===== src/rtl/intr_timer_unit_if.sv =====
// Data-bus register port of the interrupt/timer unit: single-cycle write and
// read strobes, word address, and registered read data.
`timescale 1ns/1ps

interface intr_timer_unit_if;
    logic        io_we;
    logic        io_re;
    logic [2:0]  io_adr;
    logic [31:0] io_wdata;
    logic [31:0] io_rdata;

    modport master (
        output io_we, io_re, io_adr, io_wdata,
        input  io_rdata
    );

    modport slave (
        input  io_we, io_re, io_adr, io_wdata,
        output io_rdata
    );
endinterface


===== src/rtl/intr_timer_unit.sv =====
// Memory-mapped mtime/mtimecmp timer with prescaler plus a small external
// interrupt pending/enable unit. Optional macro INTR_TIMER_SNAPSHOT_EN adds an atomic HI-read shadow.
`timescale 1ns/1ps

module intr_timer_unit #(
    parameter int PRESCALE_W = 8,
    parameter int EXT_IRQ_N  = 4
) (
    input  logic                 clk,
    input  logic                 rst,
    intr_timer_unit_if.slave     bus,
    input  logic [EXT_IRQ_N-1:0] ext_irq_in,
    output logic                 frc_cntr_val_leq,
    output logic                 g_interrupt,
    output logic                 g_interrupt_1shot
);

    localparam logic [2:0] A_MTIME_LO = 3'd0;
    localparam logic [2:0] A_MTIME_HI = 3'd1;
    localparam logic [2:0] A_CMP_LO   = 3'd2;
    localparam logic [2:0] A_CMP_HI   = 3'd3;
    localparam logic [2:0] A_CTRL     = 3'd4;
    localparam logic [2:0] A_PEND     = 3'd5;
    localparam logic [2:0] A_EN       = 3'd6;
    localparam logic [2:0] A_MODE     = 3'd7;

    logic [63:0]           mtime_q, mtime_d;
    logic [63:0]           cmp_q, cmp_d;
    logic                  ctrl_en_q, ctrl_en_d;
    logic [PRESCALE_W-1:0] ctrl_div_q, ctrl_div_d;
    logic [PRESCALE_W-1:0] presc_q, presc_d;
    logic                  leq_q, leq_d;
    logic [EXT_IRQ_N-1:0]  sync1_q, sync2_q, sync3_q;
    logic [EXT_IRQ_N-1:0]  pend_q, pend_d;
    logic [EXT_IRQ_N-1:0]  en_q, en_d;
    logic [EXT_IRQ_N-1:0]  mode_q, mode_d;
    logic                  gint_q, gint_d, gint_dly_q;
    logic [31:0]           rdata_q, rdata_d;
    logic [31:0]           rd_val;
    logic [31:0]           mtime_hi_rd;
    logic [EXT_IRQ_N-1:0]  rise, w1c;
    logic                  tick;

    function automatic logic wr_hit(input logic [2:0] a);
        return bus.io_we && (bus.io_adr == a);
    endfunction

`ifdef INTR_TIMER_SNAPSHOT_EN
    // LO read latches the upper half so a following HI read cannot see a carry.
    logic [31:0] shadow_q, shadow_d;
    assign shadow_d    = (bus.io_re && bus.io_adr == A_MTIME_LO) ? mtime_q[63:32] : shadow_q;
    assign mtime_hi_rd = shadow_q;

    always_ff @(posedge clk) begin
        if (rst) shadow_q <= '0;
        else     shadow_q <= shadow_d;
    end
`else
    assign mtime_hi_rd = mtime_q[63:32];
`endif

    always_comb begin
        tick    = ctrl_en_q && (presc_q == ctrl_div_q);
        presc_d = presc_q;
        if (wr_hit(A_CTRL))
            presc_d = '0;
        else if (ctrl_en_q)
            presc_d = tick ? '0 : presc_q + PRESCALE_W'(1);

        // A bus write to either half drops that cycle's increment entirely.
        mtime_d = mtime_q;
        if (tick)               mtime_d = mtime_q + 64'd1;
        if (wr_hit(A_MTIME_LO)) mtime_d = {mtime_q[63:32], bus.io_wdata};
        if (wr_hit(A_MTIME_HI)) mtime_d = {bus.io_wdata, mtime_q[31:0]};

        cmp_d = cmp_q;
        if (wr_hit(A_CMP_LO)) cmp_d = {cmp_q[63:32], bus.io_wdata};
        if (wr_hit(A_CMP_HI)) cmp_d = {bus.io_wdata, cmp_q[31:0]};

        ctrl_en_d  = ctrl_en_q;
        ctrl_div_d = ctrl_div_q;
        if (wr_hit(A_CTRL)) begin
            ctrl_en_d  = bus.io_wdata[0];
            ctrl_div_d = bus.io_wdata[8 +: PRESCALE_W];
        end

        en_d   = wr_hit(A_EN)   ? bus.io_wdata[EXT_IRQ_N-1:0] : en_q;
        mode_d = wr_hit(A_MODE) ? bus.io_wdata[EXT_IRQ_N-1:0] : mode_q;
        w1c    = wr_hit(A_PEND) ? bus.io_wdata[EXT_IRQ_N-1:0] : '0;
        rise   = sync2_q & ~sync3_q;
        for (int i = 0; i < EXT_IRQ_N; i++)
            pend_d[i] = mode_q[i] ? ((pend_q[i] & ~w1c[i]) | rise[i]) : sync2_q[i];

        leq_d  = (cmp_q <= mtime_q);
        gint_d = |(pend_q & en_q);

        rd_val = '0;
        case (bus.io_adr)
            A_MTIME_LO: rd_val = mtime_q[31:0];
            A_MTIME_HI: rd_val = mtime_hi_rd;
            A_CMP_LO:   rd_val = cmp_q[31:0];
            A_CMP_HI:   rd_val = cmp_q[63:32];
            A_CTRL: begin
                rd_val[0]              = ctrl_en_q;
                rd_val[8 +: PRESCALE_W] = ctrl_div_q;
            end
            A_PEND:     rd_val[EXT_IRQ_N-1:0] = pend_q;
            A_EN:       rd_val[EXT_IRQ_N-1:0] = en_q;
            A_MODE:     rd_val[EXT_IRQ_N-1:0] = mode_q;
            default:    rd_val = '0;
        endcase
        rdata_d = bus.io_re ? rd_val : rdata_q;
    end

    always_ff @(posedge clk) begin
        if (rst) begin
            mtime_q    <= '0;
            cmp_q      <= '1;
            ctrl_en_q  <= 1'b0;
            ctrl_div_q <= '0;
            presc_q    <= '0;
            leq_q      <= 1'b0;
            sync1_q    <= '0;
            sync2_q    <= '0;
            sync3_q    <= '0;
            pend_q     <= '0;
            en_q       <= '0;
            mode_q     <= '0;
            gint_q     <= 1'b0;
            gint_dly_q <= 1'b0;
            rdata_q    <= '0;
        end else begin
            mtime_q    <= mtime_d;
            cmp_q      <= cmp_d;
            ctrl_en_q  <= ctrl_en_d;
            ctrl_div_q <= ctrl_div_d;
            presc_q    <= presc_d;
            leq_q      <= leq_d;
            sync1_q    <= ext_irq_in;
            sync2_q    <= sync1_q;
            sync3_q    <= sync2_q;
            pend_q     <= pend_d;
            en_q       <= en_d;
            mode_q     <= mode_d;
            gint_q     <= gint_d;
            gint_dly_q <= gint_q;
            rdata_q    <= rdata_d;
        end
    end

    assign bus.io_rdata        = rdata_q;
    assign frc_cntr_val_leq    = leq_q;
    assign g_interrupt         = gint_q;
    assign g_interrupt_1shot   = gint_q & ~gint_dly_q;

endmodule


===== src/flat_wrapper.sv =====
// flat-port wrapper written by rule: the top's interface ports become plain ports
module intr_timer_unit_flat 
#(
    parameter int PRESCALE_W = 8,
    parameter int EXT_IRQ_N  = 4
)
  (clk, rst, ext_irq_in, frc_cntr_val_leq, g_interrupt, g_interrupt_1shot, bus_io_we, bus_io_re, bus_io_adr, bus_io_wdata, bus_io_rdata);
  intr_timer_unit_if bus_i ();
  input  logic clk;
  input  logic rst;
  input  logic [EXT_IRQ_N-1:0] ext_irq_in;
  output logic frc_cntr_val_leq;
  output logic g_interrupt;
  output logic g_interrupt_1shot;
  input wire logic [$bits(bus_i.io_we)-1:0] bus_io_we;
  input wire logic [$bits(bus_i.io_re)-1:0] bus_io_re;
  input wire logic [$bits(bus_i.io_adr)-1:0] bus_io_adr;
  input wire logic [$bits(bus_i.io_wdata)-1:0] bus_io_wdata;
  output wire logic [$bits(bus_i.io_rdata)-1:0] bus_io_rdata;
  assign bus_i.io_we = bus_io_we;
  assign bus_i.io_re = bus_io_re;
  assign bus_i.io_adr = bus_io_adr;
  assign bus_i.io_wdata = bus_io_wdata;
  assign bus_io_rdata = bus_i.io_rdata;
  intr_timer_unit #(.PRESCALE_W(PRESCALE_W), .EXT_IRQ_N(EXT_IRQ_N)) u_core (.clk(clk), .rst(rst), .bus(bus_i), .ext_irq_in(ext_irq_in), .frc_cntr_val_leq(frc_cntr_val_leq), .g_interrupt(g_interrupt), .g_interrupt_1shot(g_interrupt_1shot));
endmodule

===== config.mk =====
export PLATFORM = sky130hd
export DESIGN_NAME = intr_timer_unit_flat
export DESIGN_NICKNAME = d
export VERILOG_FILES = /design/src/rtl/intr_timer_unit_if.sv /design/src/rtl/intr_timer_unit.sv /design/src/flat_wrapper.sv
export SDC_FILE = /design/constraint.sdc
export NUM_CORES = 1
export LEC_CHECK = 0
export CORE_AREA = 2 2 184 132
export CTS_CLUSTER_DIAMETER = 40
export DETAILED_ROUTE_END_ITERATION = 16
export DIE_AREA = 0 0 186 134
export HOLD_SLACK_MARGIN = 0.08
export PLACE_DENSITY = 0.81
export SLEW_MARGIN = 20
export SYNTH_ARGS = -nofsm -noshare
export SYNTH_HDL_FRONTEND = slang
export SYNTH_SLANG_ARGS = --single-unit
export TNS_END_PERCENT = 50

===== constraint.sdc =====
create_clock -name clk -period 2.56 [get_ports clk]
set_input_delay 0.512 -clock clk [delete_from_list [all_inputs] [get_ports clk]]
set_output_delay 0.512 -clock clk [all_outputs]
set_load 0.02 [all_outputs]

==> impl_metrics.csv <==
group,metric,value,unit
floorplan,fp-row-count,47,
worst_setup_path,crit_required,2990,ps
power,leakagePower,0.00588,uW
synthesis,synth_area_leaders,"dfxtp_1 (34%), nand2_1 (9.1%), ha_1 (6.8%), a21oi_1 (4.8%), o21ai_0 (4.2%)",
clock_tree,clkTransAtPathRegs,60,ps
floorplan,start_util,0.522,
synthesis,synth_area_per_cell,7.55,sq um
sta,slew_headroom,0.623,
layout,post-route-util,0.654,
global_route,grtUsageTotal,0.361,
synthesis,synth.yosys.seq_area_share,0.337,
global_route,grt_max_degree,52,
sta,worst_slew_pin_slew,562,ps
layout,stdcell_count,2090,
layout,seqCellArea,4080,sq um
synthesis,synth_area,12100,sq um
placement,dp.final_hpwl,33700,microns
global_route,antenna_found_initial,1,
clock_tree,cts.path.max_buffers,3,
layout,drive_gt1_frac,0.129,
synthesis,async_flop_share,0,
clock_tree,cts_tree,"done",
routing,firstDrtPassIters,6,
synthesis,synth_top_area_share,0.337,
synthesis,synth-main-ff-cell,"dfxtp_1",
sta,fin_crit,2550,ps
synthesis,syn-num-nets,1714,
sta,max_freq,393,MHz
sta,finalSetupTns,0,ps
routing,ant_nets,0,
routing,via_count,13392,
worst_setup_path,arrival,2970,ps
synthesis,netlist_instances,1605,
clock_tree,htree_levels,1,
floorplan,io_pins,78,
clock_tree,cts_buffers,29,
sta,finalSetupViolCount,0,
layout,fillers,1977,
routing,vias_per_cell,6.41,
routing,finalWirelength,45500,microns
sta,fin_crit_sh,0.995,
layout,multi_input_area,7410,sq um
synthesis,yosysWarnings,0,
worst_setup_path,path_max_fanout,3,
worst_setup_path,worst_setup_path_end_kind,"flop",
layout,diodes,0,
synthesis,synth_edf_count,0,
worst_hold_path,hp-class,"in -> reg",
synthesis,synth_top_area_cell,"dfxtp_1",
power,pwr_density_cell,569,nW/um^2
worst_setup_path,path_class,"reg -> reg",
floorplan,dieArea,24900,sq um
routing,drc,0,
sta,drv_slew,0,
clock_tree,worstSkewPairLatency,550,ps
placement,dp_cells,2034,
clock_tree,clock_sink_count,204,
routing,wl_per_cell,21.8,microns
routing,drt_iter0_drc,2218,
run_status,status,"finished, final reports clean",
sta,finalHoldViolCount,0,
layout,fin_nets,1859,
global_route,grt_pass1_vias,11994,
synthesis,yosys_register_bits,204,
layout,area_growth,25.4,%
global_route,grt_pass1_wl,69700,microns
sta,clock_skew,9.96,ps
global_route,grt_overflow_total,0,
floorplan,die-width,186,microns
power,peakVddDrop,0.680,mV
placement,routabilityCongestion,0.999,
placement,port_buffers,77,
floorplan,fp.dieH,134,microns
clock_tree,cts-root-buf,"clkbuf_16",
synthesis,synthDistinctLibCells,65,
floorplan,coreArea,23200,sq um
flow_run,drv_cap,0,
worst_setup_path,startpoint_type,"flop",
final cells by class:
cell class,count,share of cell area
repair buffers,223,0.132
inverters,69,0.0171
clock buffers,36,0.0528
clock inverters,17,0.0150
flip-flops and latches,204,0.269
multi-input cells,1223,0.488
well taps,318,0.0262
metrics by stage:
| stage | hold WS [ps] | instance area, sq um | setup slack, ps | total power (uW) |
|---|---|---|---|---|
| after floorplan | 414 | 12100 | 269 | 3930 |
| after global placement | 421 | 14100 | 42.3 | 4360 |
| after detailed placement | 428 | 14100 | 6.35 | 4380 |
| after CTS | 318 | 15100 | 70.0 | 8620 |
| after global routing | 334 | 15200 | -1.29 | 8890 |
| final | 340 | 15200 | 13.1 | 8640 |
worst paths after layout:
| check | start | end | slack [ps] | cells past startpoint |
|---|---|---|---|---|
| min | bus_io_adr[1] | u_core.bus.io_rdata[1] | 340 | 3 |
| min reg2reg | u_core.sync1_q[2] | u_core.sync2_q[2] | 440 | 1 |
| max | u_core.mtime_q[55] | u_core.frc_cntr_val_leq | 10 | 8 |
| max reg2reg | u_core.mtime_q[55] | u_core.frc_cntr_val_leq | 10 | 8 |
layout by cell type (no fill, tap or decap), types with 22 or more instances in the layout:
| cell type | synthesis | routed |
|---|---|---|
| nand3_1 | 48 | 48 |
| clkbuf_16 | 0 | 29 |
| nand4_1 | 45 | 45 |
| inv_1 | 69 | 69 |
| o211ai_1 | 23 | 23 |
| nor2_1 | 104 | 103 |
| nor3_1 | 24 | 22 |
| dfxtp_1 | 204 | 204 |
| mux2i_1 | 25 | 25 |
| o21ai_0 | 102 | 101 |
| a22oi_1 | 35 | 35 |
| a21oi_1 | 116 | 114 |
| nor2b_1 | 29 | 29 |
| ha_1 | 66 | 66 |
| nand3b_1 | 63 | 63 |
| and3_1 | 26 | 25 |
| nand2_1 | 295 | 294 |
| clkdlybuf4s50_1 | 0 | 73 |
| buf_4 | 0 | 134 |
cells in the mapped netlist (all sizes together) (7+ instances only):
| cell type | n |
|---|---|
| o21ai | 103 |
| a21o | 21 |
| clkbuf | 93 |
| and4 | 7 |
| nor2b | 29 |
| nand2 | 295 |
| xnor2 | 8 |
| nor4 | 20 |
| and2 | 14 |
| nand3 | 49 |
| a21oi | 116 |
| nor2 | 104 |
| o31ai | 21 |
| inv | 69 |
| a211oi | 17 |
| nand3b | 63 |
| a31oi | 12 |
| and3 | 26 |
| o211ai | 23 |
| ha | 66 |
| o22ai | 8 |
| buf | 16 |
| a22oi | 35 |
| or4 | 8 |
| o31a | 7 |
| nor3 | 26 |
| dfxtp | 204 |
| mux2i | 25 |
| nand4 | 46 |
sequential cells by signal (all words and copies together), names as in the netlist, 8 cells and up:
register,cells
u_core.cmp_q,64
u_core.mtime_q,64
u_core.bus.io_rdata,32
u_core.ctrl_div_q,8
u_core.presc_q,8
per-layer routing:
metal  track usage  up-vias  part of all wire
met4        0.0910        2             0.024
met2         0.505      899              0.40
met3        0.0855       99              0.13
met5             0        -           0.00029
met1         0.549     6345              0.44
li1              -     6047                 -
worst max-delay path, stage by stage (launching register included):
cell and delay, ps:
dfxtp_1 380, inv_1 80, ha_1 310, a21oi_1 130
o21ai_0 170, a221oi_1 380, a21oi_1 150, a2111o_1 500
o21ai_0 330
logic make-up (layout without fill, tap and decap cells):
group	count (synthesis)	count (layout)	share of synthesized area
adders and majority gates	66	66	0.0682
and+or+nand+nor	708	708	0.291
DFF	204	204	0.337
muxes	28	28	0.0253
AOI/OAI and AO/OA	407	407	0.211
buffers and inverters	178	345	0.0564
xor gates and xnor gates	14	14	0.0101
repair_timing:
action / 4_1_cts / 5_1_grt
pin swaps: 0 / 4
gates resized for setup: 1 / 7
buffers inserted: 0 / 3
hold buffers: 0 / 0
endpoints found under the setup margin: 1 / 11
where the power goes:
part / total, uW / switching (uW) / internal (uW)
clock: 4290 / 1630 / 2660
sequential: 3350 / 80.1 / 3270
combinational: 1000 / 597 / 403
total: 8640 / 2310 / 6330
No activity file was read; power rests on OpenSTA's default activity.
